File: config.mk
export PLATFORM = sky130hd
export DESIGN_NAME = mem8_ctrl_regs
export DESIGN_NICKNAME = d
export VERILOG_FILES = /design/src/rtl/kc705_regs_pkg.sv /design/src/rtl/mem8_cmd_seq.sv /design/src/rtl/mem8_ctrl_regs.sv
export SDC_FILE = /design/constraint.sdc
export NUM_CORES = 1
export LEC_CHECK = 0
export CORE_MARGIN = 4
export CORE_UTILIZATION = 50
export CTS_BUF_LIST = sky130_fd_sc_hd__clkbuf_4 sky130_fd_sc_hd__clkbuf_8
export DETAILED_ROUTE_END_ITERATION = 8
export GPL_ROUTABILITY_DRIVEN = 0
export HOLD_SLACK_MARGIN = 0.02
export PLACE_DENSITY = 0.7
export SYNTH_ARGS = -nofsm -noshare
export SYNTH_HDL_FRONTEND = slang
export SYNTH_SLANG_ARGS = --single-unit
export TNS_END_PERCENT = 1
File: constraint.sdc
create_clock -name bus_clk -period 1.8 [get_ports bus_clk]
set_input_delay 0.36 -clock bus_clk [delete_from_list [all_inputs] [get_ports bus_clk]]
set_output_delay 0.36 -clock bus_clk [all_outputs]
set_load 0.005 [all_outputs]
File: src/rtl/kc705_regs_pkg.sv
// Shared constants and types for the kc705 mem_8 control/status register block.
package kc705_regs_pkg;

    // Register map (5-bit address space)
    localparam logic [4:0] ADDR_ID       = 5'h00;
    localparam logic [4:0] ADDR_CMD      = 5'h01;
    localparam logic [4:0] ADDR_LED      = 5'h02;
    localparam logic [4:0] ADDR_STATUS   = 5'h03;
    localparam logic [4:0] ADDR_WRCNT    = 5'h04;
    localparam logic [4:0] ADDR_RSV_LO   = 5'h05;
    localparam logic [4:0] ADDR_RSV_HI   = 5'h07;
    localparam logic [4:0] ADDR_RAM_BASE = 5'h08;

    // Scratch RAM occupies 0x08..0x1F
    localparam int RAM_DEPTH = 24;

    // Command codes written to ADDR_CMD
    localparam logic [7:0] CMD_SOFT_RST = 8'h0F;
    localparam logic [7:0] CMD_CLEAR    = 8'hF0;

    // Sequencer states
    typedef enum logic [1:0] {
        ST_IDLE  = 2'd0,
        ST_PULSE = 2'd1,
        ST_HOLD  = 2'd2,
        ST_CLEAR = 2'd3
    } seq_state_t;

    // Largest of three cycle counts, used to size the sequencer counter
    function automatic int max3(input int a, input int b, input int c);
        int m;
        m = (a > b) ? a : b;
        return (m > c) ? m : c;
    endfunction

endpackage

File: src/rtl/mem8_cmd_seq.sv
// Command sequencer: soft-reset pulse with hold-off, and the RAM-clear walk.
module mem8_cmd_seq
    import kc705_regs_pkg::*;
#(
    parameter int RST_CYCLES     = 16,
    parameter int HOLDOFF_CYCLES = 8
) (
    input  logic       clk,
    input  logic       rst_n,
    input  logic       cmd_wr,
    input  logic [7:0] cmd_data,
    output logic       soft_rst_out,
    output logic       rst_busy,
    output logic       clr_busy,
    output logic [4:0] clr_idx
);

    localparam int CNT_MAX = max3(RST_CYCLES, HOLDOFF_CYCLES, RAM_DEPTH);
    localparam int CW      = $clog2(CNT_MAX + 1);

    localparam logic [CW-1:0] CNT_ZERO  = CW'(0);
    localparam logic [CW-1:0] CNT_ONE   = CW'(1);
    localparam logic [CW-1:0] RST_LOAD  = CW'(RST_CYCLES - 1);
    localparam logic [CW-1:0] HOLD_LOAD = CW'((HOLDOFF_CYCLES > 0) ? (HOLDOFF_CYCLES - 1) : 0);
    localparam logic [CW-1:0] CLR_LAST  = CW'(RAM_DEPTH - 1);

    seq_state_t     state_r;
    logic [CW-1:0]  cnt_r;
    logic           soft_rst_r;

    // Sequencer state, cycle counter and registered soft-reset output.
    // soft_rst_r tracks the PULSE state exactly, so the pulse is RST_CYCLES wide.
    always_ff @(posedge clk or negedge rst_n) begin
        if (!rst_n) begin
            state_r    <= ST_IDLE;
            cnt_r      <= CNT_ZERO;
            soft_rst_r <= 1'b0;
        end else begin
            case (state_r)
                ST_IDLE: begin
                    if (cmd_wr && (cmd_data == CMD_SOFT_RST)) begin
                        state_r    <= ST_PULSE;
                        cnt_r      <= RST_LOAD;
                        soft_rst_r <= 1'b1;
                    end else if (cmd_wr && (cmd_data == CMD_CLEAR)) begin
                        state_r    <= ST_CLEAR;
                        cnt_r      <= CNT_ZERO;
                        soft_rst_r <= 1'b0;
                    end else begin
                        state_r    <= ST_IDLE;
                        cnt_r      <= CNT_ZERO;
                        soft_rst_r <= 1'b0;
                    end
                end
                ST_PULSE: begin
                    if (cnt_r == CNT_ZERO) begin
                        soft_rst_r <= 1'b0;
                        if (HOLDOFF_CYCLES == 0) begin
                            state_r <= ST_IDLE;
                            cnt_r   <= CNT_ZERO;
                        end else begin
                            state_r <= ST_HOLD;
                            cnt_r   <= HOLD_LOAD;
                        end
                    end else begin
                        cnt_r <= cnt_r - CNT_ONE;
                    end
                end
                ST_HOLD: begin
                    if (cnt_r == CNT_ZERO) begin
                        state_r <= ST_IDLE;
                    end else begin
                        cnt_r <= cnt_r - CNT_ONE;
                    end
                end
                ST_CLEAR: begin
                    if (cnt_r == CLR_LAST) begin
                        state_r <= ST_IDLE;
                        cnt_r   <= CNT_ZERO;
                    end else begin
                        cnt_r <= cnt_r + CNT_ONE;
                    end
                end
                default: begin
                    state_r    <= ST_IDLE;
                    cnt_r      <= CNT_ZERO;
                    soft_rst_r <= 1'b0;
                end
            endcase
        end
    end

    assign soft_rst_out = soft_rst_r;
    assign rst_busy     = (state_r == ST_PULSE) || (state_r == ST_HOLD);
    assign clr_busy     = (state_r == ST_CLEAR);
    assign clr_idx      = cnt_r[4:0];

endmodule

File: src/rtl/mem8_ctrl_regs.sv
// Xillybus mem_8 target: control/status register map, scratch RAM and LED drive.
module mem8_ctrl_regs
    import kc705_regs_pkg::*;
#(
    parameter int         RST_CYCLES     = 16,
    parameter int         HOLDOFF_CYCLES = 8,
    parameter logic [7:0] ID_VALUE       = 8'hC5
) (
    input  logic       bus_clk,
    input  logic       rst_n,
    input  logic       user_w_mem_8_wren,
    input  logic [7:0] user_w_mem_8_data,
    input  logic [4:0] user_mem_8_addr,
    input  logic       user_r_mem_8_rden,
    output logic [7:0] user_r_mem_8_data,
    output logic       user_r_mem_8_empty,
    output logic       user_w_mem_8_full,
    input  logic [7:0] status_in,
    output logic [3:0] led_out,
    output logic       soft_rst_out
);

    logic [7:0] ram_r [RAM_DEPTH];
    logic [7:0] status_meta_r;
    logic [7:0] status_sync_r;
    logic [3:0] led_r;
    logic [7:0] wrcnt_r;
    logic [7:0] rdata_r;
    logic [7:0] rd_mux_s;

    logic       is_ram_s;
    logic       is_rsv_s;
    logic [4:0] ram_idx_s;
    logic       cmd_wr_s;
    logic       rst_busy_s;
    logic       clr_busy_s;
    logic [4:0] clr_idx_s;

    assign is_ram_s  = (user_mem_8_addr >= ADDR_RAM_BASE);
    assign is_rsv_s  = (user_mem_8_addr >= ADDR_RSV_LO) && (user_mem_8_addr <= ADDR_RSV_HI);
    assign ram_idx_s = user_mem_8_addr - ADDR_RAM_BASE;
    assign cmd_wr_s  = user_w_mem_8_wren && (user_mem_8_addr == ADDR_CMD);

    mem8_cmd_seq #(
        .RST_CYCLES     (RST_CYCLES),
        .HOLDOFF_CYCLES (HOLDOFF_CYCLES)
    ) u_seq (
        .clk          (bus_clk),
        .rst_n        (rst_n),
        .cmd_wr       (cmd_wr_s),
        .cmd_data     (user_w_mem_8_data),
        .soft_rst_out (soft_rst_out),
        .rst_busy     (rst_busy_s),
        .clr_busy     (clr_busy_s),
        .clr_idx      (clr_idx_s)
    );

    // Two-flop synchroniser for the asynchronous status bits.
    always_ff @(posedge bus_clk or negedge rst_n) begin
        if (!rst_n) begin
            status_meta_r <= 8'h00;
            status_sync_r <= 8'h00;
        end else begin
            status_meta_r <= status_in;
            status_sync_r <= status_meta_r;
        end
    end

    // LED register and write counter; reserved addresses are not counted.
    always_ff @(posedge bus_clk or negedge rst_n) begin
        if (!rst_n) begin
            led_r   <= 4'h0;
            wrcnt_r <= 8'h00;
        end else begin
            if (user_w_mem_8_wren && (user_mem_8_addr == ADDR_LED)) begin
                led_r <= user_w_mem_8_data[3:0];
            end
            if (user_w_mem_8_wren && !is_rsv_s) begin
                wrcnt_r <= wrcnt_r + 8'h01;
            end
        end
    end

    // Scratch RAM: the clear walk owns the write port while it runs.
    always_ff @(posedge bus_clk or negedge rst_n) begin
        if (!rst_n) begin
            for (int i = 0; i < RAM_DEPTH; i++) begin
                ram_r[i] <= 8'h00;
            end
        end else if (clr_busy_s) begin
            ram_r[clr_idx_s] <= 8'h00;
        end else if (user_w_mem_8_wren && is_ram_s) begin
            ram_r[ram_idx_s] <= user_w_mem_8_data;
        end
    end

    // Read mux over the register map, using pre-write values.
    always_comb begin
        rd_mux_s = 8'h00;
        case (user_mem_8_addr)
            ADDR_ID:     rd_mux_s = ID_VALUE;
            ADDR_CMD:    rd_mux_s = {6'b000000, clr_busy_s, rst_busy_s};
            ADDR_LED:    rd_mux_s = {4'h0, led_r};
            ADDR_STATUS: rd_mux_s = status_sync_r;
            ADDR_WRCNT:  rd_mux_s = wrcnt_r;
            default: begin
                if (is_ram_s) begin
                    rd_mux_s = ram_r[ram_idx_s];
                end else begin
                    rd_mux_s = 8'h00;
                end
            end
        endcase
    end

    // Registered read data: updated on rden, held otherwise.
    always_ff @(posedge bus_clk or negedge rst_n) begin
        if (!rst_n) begin
            rdata_r <= 8'h00;
        end else if (user_r_mem_8_rden) begin
            rdata_r <= rd_mux_s;
        end
    end

    assign user_r_mem_8_data  = rdata_r;
    assign led_out            = led_r;
    assign user_r_mem_8_empty = 1'b0;
    assign user_w_mem_8_full  = 1'b0;

endmodule

**Word-level counts from Yosys, hierarchy flattened**

Cells that the tools add are included.
W data, S select, Z words.

- Register bits after elaboration: 236
- Bits of input ports: 25

- Add/sub/neg operators: 4
- $lt $le $gt $ge: 7
- Equal/unequal tests: 14
- Mux-type cells: 26
- Bitwise gates (word level): 4
- Reduce and logical (&&, ||, !) cells: 18

Operators by type and width:

| kind | number |
|---|---|
| $mux W192 | 2 |
| $and A192 B192 Y192 | 1 |
| $bwmux W192 | 1 |
| $not A192 Y192 | 1 |
| $demux W8 S5 | 2 |
| $bmux W8 S5 | 1 |
| $mux W8 | 5 |
| $pmux W8 S5 | 1 |
| $pmux W5 S4 | 1 |
| $mux W5 | 3 |
| $ge A6 B6 Y1 const B | 2 |
| $lt A6 B1 Y1 const B | 2 |
| $not A5 Y6 | 2 |
| $eq A5 B2 Y1 const B | 2 |
| $logic_not A5 Y1 | 2 |
| $mux W2 | 5 |
| $logic_and A1 B1 Y1 | 9 |
| $add A8 B1 Y8 const B | 1 |
| $eq A8 B4 Y1 const B | 1 |
| $eq A8 B8 Y1 const B | 1 |
| $pmux W2 S4 | 1 |
| $ne A2 B1 Y1 const B | 3 |
| $add A5 B1 Y5 const B | 1 |
| $eq A5 B1 Y1 const B | 1 |
| other kinds (19) | 22 |

**Longest topological paths before layout**

- Word-level depth: 9
- Gate-level depth with buffers: 9
- Depth with buffers taken out: 7

**Modules after synthesis**

From an unflattened synthesis, not the netlist that was laid out.

- Cells, all modules: 958
- Area total of the unflattened synthesis: 11400.9 um2

Modules (own cells, without submodules):

| module | times used | cells an instance | area each (um2) |
|---|---|---|---|
| mem8_ctrl_regs | 1 | 879 | 10680.2 |
| mem8_cmd_seq | 1 | 79 | 720.7 |

**Least setup slack after synthesis**

OpenSTA, ideal clock, no wires.

- Kind: in2reg
- From: in user_mem_8_addr[3]
- To: reg ram_r[136] (netlist name)
- Setup time: 121 ps
- Arrival time: 2077 ps
- Required time: 1679 ps
- Setup slack: -398 ps
- Stages: 9
- Path buffers: 2
- Cells stage by stage: buf_2 -> inv_1 -> ha_1 -> nor2b_1 -> clkbuf_1 -> nand2_1 -> nor2_2 -> a21oi_2 -> a22o_1

- Word-level cells in the longest chain between the ends: 9
- Elaborated cells on any way between the ends: 13
- Those cells by class: 1 x add/sub; 3 x order compare; 5 x mux; 1 x bitwise; 3 x reduce/logical

RTL lines:

| item | line | text |
|---|---|---|
| start, declared | mem8_ctrl_regs.sv:13 | `input logic [4:0] user_mem_8_addr,` |
| $sub A5 B4 Y5 | mem8_ctrl_regs.sv:41 | `assign ram_idx_s = user_mem_8_addr - ADDR_RAM_BASE;` |
| $not A5 Y6 (not written as such) | mem8_ctrl_regs.sv:93 | `ram_r[ram_idx_s] <= user_w_mem_8_data;` |
| $ge A6 B6 Y1 (not written as such) or $lt A6 B1 Y1 (tied branches) | mem8_ctrl_regs.sv:93 |  |
| $logic_and A1 B1 Y1 (not written as such) | mem8_ctrl_regs.sv:93 |  |
| $mux W8 (not written as such) | mem8_ctrl_regs.sv:93 |  |
| $demux W8 S5 | mem8_ctrl_regs.sv:93 |  |
| $bwmux W192 | mem8_ctrl_regs.sv:93 |  |
| $mux W192 | mem8_ctrl_regs.sv:92 | `end else if (user_w_mem_8_wren && is_ram_s) begin` |
| $mux W192 | mem8_ctrl_regs.sv:90 | `end else if (clr_busy_s) begin` |
| end signal, assigned by index | mem8_ctrl_regs.sv:93 |  |
| end, declared | mem8_ctrl_regs.sv:23 | `logic [7:0] ram_r [RAM_DEPTH];` |

Parallel ways exist; a longest one is shown, timed or not. The select of a mux whose other input is x is not followed.
A chain may end at the register's enable or synchronous reset.

**Final worst setup path**

- From: reg ram_r[75] (netlist name)
- To: reg rdata_r[3], in the netlist user_r_mem_8_data[3]

- Word-level cells in the longest chain between the ends: 5

RTL lines:

| item | line | text |
|---|---|---|
| $bmux W8 S5 | mem8_ctrl_regs.sv:108 | `rd_mux_s = ram_r[ram_idx_s];` |
| $mux W8 (not written as such) (2 in series) | mem8_ctrl_regs.sv:108 |  |
| $mux W8 | mem8_ctrl_regs.sv:107 | `if (is_ram_s) begin` |
| $pmux W8 S5 | mem8_ctrl_regs.sv:100 | `case (user_mem_8_addr)` |
| end signal, assigned | mem8_ctrl_regs.sv:121 | `rdata_r <= rd_mux_s;` |
| end, declared | mem8_ctrl_regs.sv:28 | `logic [7:0] rdata_r;` |

No other way between the ends. The select of a mux whose other input is x is not followed.

==> run summary <==
Violated checks - setup timing
Clock root buffer - clkbuf_8
Die X - 156.8 um
Power, Total - 13.35 mW
Drt via density - 6.393
Crit path launch type - flip-flop
Clk slew on worst S/H paths - 70 ps
Psw - 3.549 mW
Max_cap viols - 0
Register Area - 5906 um2
Clock Power Share - 37.3%
Core Util, Final - 64.55%
Port Buffers - 37
IO Pins - 40
CTS buffer count - 40
Number of synthesized flops with an enable pin - 0
Die Ht - 156.8 um
Net Sw Frac - 26.58%
Routed Antenna Nets - 0
Fill cells - 1645
Diodes inserted - 0
Cell Area, Placed - 13090 um2
Clk sinks - 236
Critical path type - flip-flop to flip-flop
Hold Path Class - input port to flip-flop
H-tree levels - 2
DRT met1 WL - 14260 um
Main flop type after synthesis - dfrtp_1
Fin Setup TNS - -27.92 ps
Synth top area share - 53.32%
Met2 WL post-DR - 14980 um
TritonCTS clock tree - done
CP endpoint kind - flip-flop
Layout overhead on the synthesized area - 27.18%
Hold Vio Cnt, Final - 0
Final setup fails - 1
Slew Limit Fails - 0
Period utilisation layout - 101.6%
Via Count - 8528
Critical path arrival - 2220 ps
Area leader, netlist - dfrtp_1
VDD IR max - 0.4884 mV
Grt total ovfl - 0
Max clock buf depth - 3
Distinct cells, synth - 71
CORE AREA - 21820 um2
Comb pwr share - 15.0%
Sequential cell fraction of total power - 47.7%
Worst-Skew Late Latency - 530 ps
Post-route setup slack - -27.92 ps
Required time of the critical path - 2190 ps
Tmin final - 1828 ps
Internal - 9.803 mW
Iter 0 DRT Violations - 807
Top Layer Used - met4
Clk_skew - 19.75 ps
Cell count after synthesis - 854
Mapped Avg Cell Area - 12.97 um2
WL final - 33610 um
Cell leakage power - 6.571 nW
CP max FO - 2
Fmax - 0.5471 GHz
Area used by multi-input combinational logic - 5142 um2
Met3 routed WL - 2896 um
Drt wl/cell - 25.19 um
Synthesized area - 11080 um2
DRT Pass-1 Iters - 5
First-pass GRT wire length - 52030 um
DPL Wire Length - 22560 um
Synth Register Bits - 236
Antenna violations before repair - 0
Total die area - 24600 um2
Sequential cell area fraction in the yosys report - 53.32%
Status - finished with violations
Starting Density - 50.76%
Row count - 54
Pwr/cell area - 947.8 nW/um2
Synth warn - 0
Tot GR Track Use - 27.68%
Nets@finish - 1068
RSZ-0062 raised after global routing - yes
# DRC - 0
R2R setup slack - -30 ps
Share of layout cells above drive strength 1 - 33.68%
Number of global-route vias before repair - 8963
Top cells by area, synth - dfrtp_1, a22o_1, mux4_2
Largest net degree at the start of global routing - 56
Design Area, Final - 14090 um2
Asr flop ratio synth - 100.0%
final cells by class:
| class | instances | area share (%) |
|---|---|---|
| tap | 280 | 2.487 |
| clock buffer | 63 | 5.711 |
| clock inverter | 5 | 0.2132 |
| multi-input combinational | 549 | 36.50 |
| sequential | 236 | 41.92 |
| timing repair buffer | 190 | 12.85 |
| inverter | 11 | 0.3109 |
critical path, stage by stage, from the launching register on:
cell,delay (ps)
dfrtp_1,400
mux4_1,560
o22ai_1,290
nor3_1,100
o21ai_1,200
a41oi_1,160
state kept, by name (all words and copies together) (netlist names):
signal / count
status_meta_r: 8
u_seq.clr_idx: 5
u_seq.state_r: 2
ram_r: 192
status_sync_r: 8
user_r_mem_8_data: 8
led_out: 4
wrcnt_r: 8
u_seq.soft_rst_out: 1
metal layers:
layer | track usage [%] | up-vias
li1 | - | 3658
met1 | 39.58 | 4376
met2 | 40.15 | 397
met3 | 7.052 | 97
met4 | 12.36 | 0
met5 | 0 | -
cell usage in the layout (no fill, tap or decap), types with 7 or more instances in the layout:
| master | n |
|---|---|
| nor3_1 | 12 |
| ha_1 | 12 |
| clkdlybuf4s50_1 | 19 |
| dfrtp_1 | 236 |
| a21oi_2 | 17 |
| a22o_1 | 194 |
| inv_1 | 8 |
| nand2_1 | 37 |
| buf_12 | 23 |
| nor2_4 | 24 |
| clkbuf_8 | 53 |
| xor2_1 | 7 |
| mux2_2 | 14 |
| buf_4 | 130 |
| mux4_2 | 30 |
| a21oi_4 | 7 |
| mux4_1 | 8 |
| dlygate4sd2_1 | 9 |
| nor2b_1 | 13 |
| nor2_1 | 26 |
| clkbuf_4 | 10 |
| nand2b_1 | 10 |
| mux2i_1 | 14 |
| o22ai_1 | 8 |
logic make-up after synthesis:
logic type                 after synthesis  synth area share (%)
AOI/OAI and AO/OA                      290                 21.89
xor gates and xnor gates                 9                0.7117
adders and majority gates               15                 1.694
buffers and inverters                   70                 3.377
DFF                                    236                 53.32
muxes                                   67                 10.78
other                                    1               0.03385
and+or+nand+nor                        166                 8.201
synthesized netlist by cell type (6+ instances only):
| cell type | count |
|---|---|
| a31oi_1 | 6 |
| o22ai_1 | 8 |
| mux2_2 | 14 |
| a21oi_2 | 18 |
| nand2b_1 | 10 |
| nor3_1 | 13 |
| mux2i_1 | 15 |
| o21ai_0 | 9 |
| nor2b_1 | 14 |
| dfrtp_1 | 236 |
| nor2_1 | 31 |
| mux4_2 | 30 |
| ha_1 | 15 |
| xor2_1 | 7 |
| inv_1 | 11 |
| buf_2 | 9 |
| a22o_1 | 194 |
| clkbuf_1 | 30 |
| buf_1 | 7 |
| nor2_2 | 25 |
| nand2_1 | 38 |
| a211oi_1 | 6 |
| mux4_1 | 8 |
| a21oi_1 | 12 |
final timing paths:
kind / start / to / depth (start not counted)
max: ram_r[75]$_DFFE_PN0P_ / user_r_mem_8_data[3]$_DFFE_PN0P_ / 5
min: status_in[7] / status_meta_r[7]$_DFF_PN0_ / 1
max reg2reg: ram_r[75]$_DFFE_PN0P_ / user_r_mem_8_data[3]$_DFFE_PN0P_ / 5
min reg2reg: status_meta_r[6]$_DFF_PN0_ / status_sync_r[6]$_DFF_PN0_ / 0
max in group asynchronous: rst_n / ram_r[144]$_DFFE_PN0P_ / 3
min in group asynchronous: rst_n / ram_r[21]$_DFFE_PN0P_ / 2
power groups by stage:
stage | clock network [mW] | registers [mW] | logic [mW]
finish | 4.98 | 6.37 | 2.00
global route | 5.30 | 6.42 | 2.17
CTS | 5.04 | 6.35 | 2.00
detailed placement | 0 | 6.42 | 2.00
global placement | 0 | 6.41 | 1.94
floorplan | 0 | 6.28 | 1.23
through the flow:
step	hold slack, ps	worst slack (ps)	instances
finish	257.6	-27.92	1334
global route	264.8	-112.2	1334
CTS	242.0	-17.01	1333
detailed placement	259.6	-818.0	1264
global placement	258.2	-845.2	1264
floorplan	64.41	-40.65	855
repair_timing:
action	CTS	global route
gates resized for setup	22	36
setup buffers	0	1
pin swaps	0	3
hold buffers	1	0
endpoints found under the hold margin	29	0
setup endpoints to repair	106	173
Power figures use the tool's default switching activity.
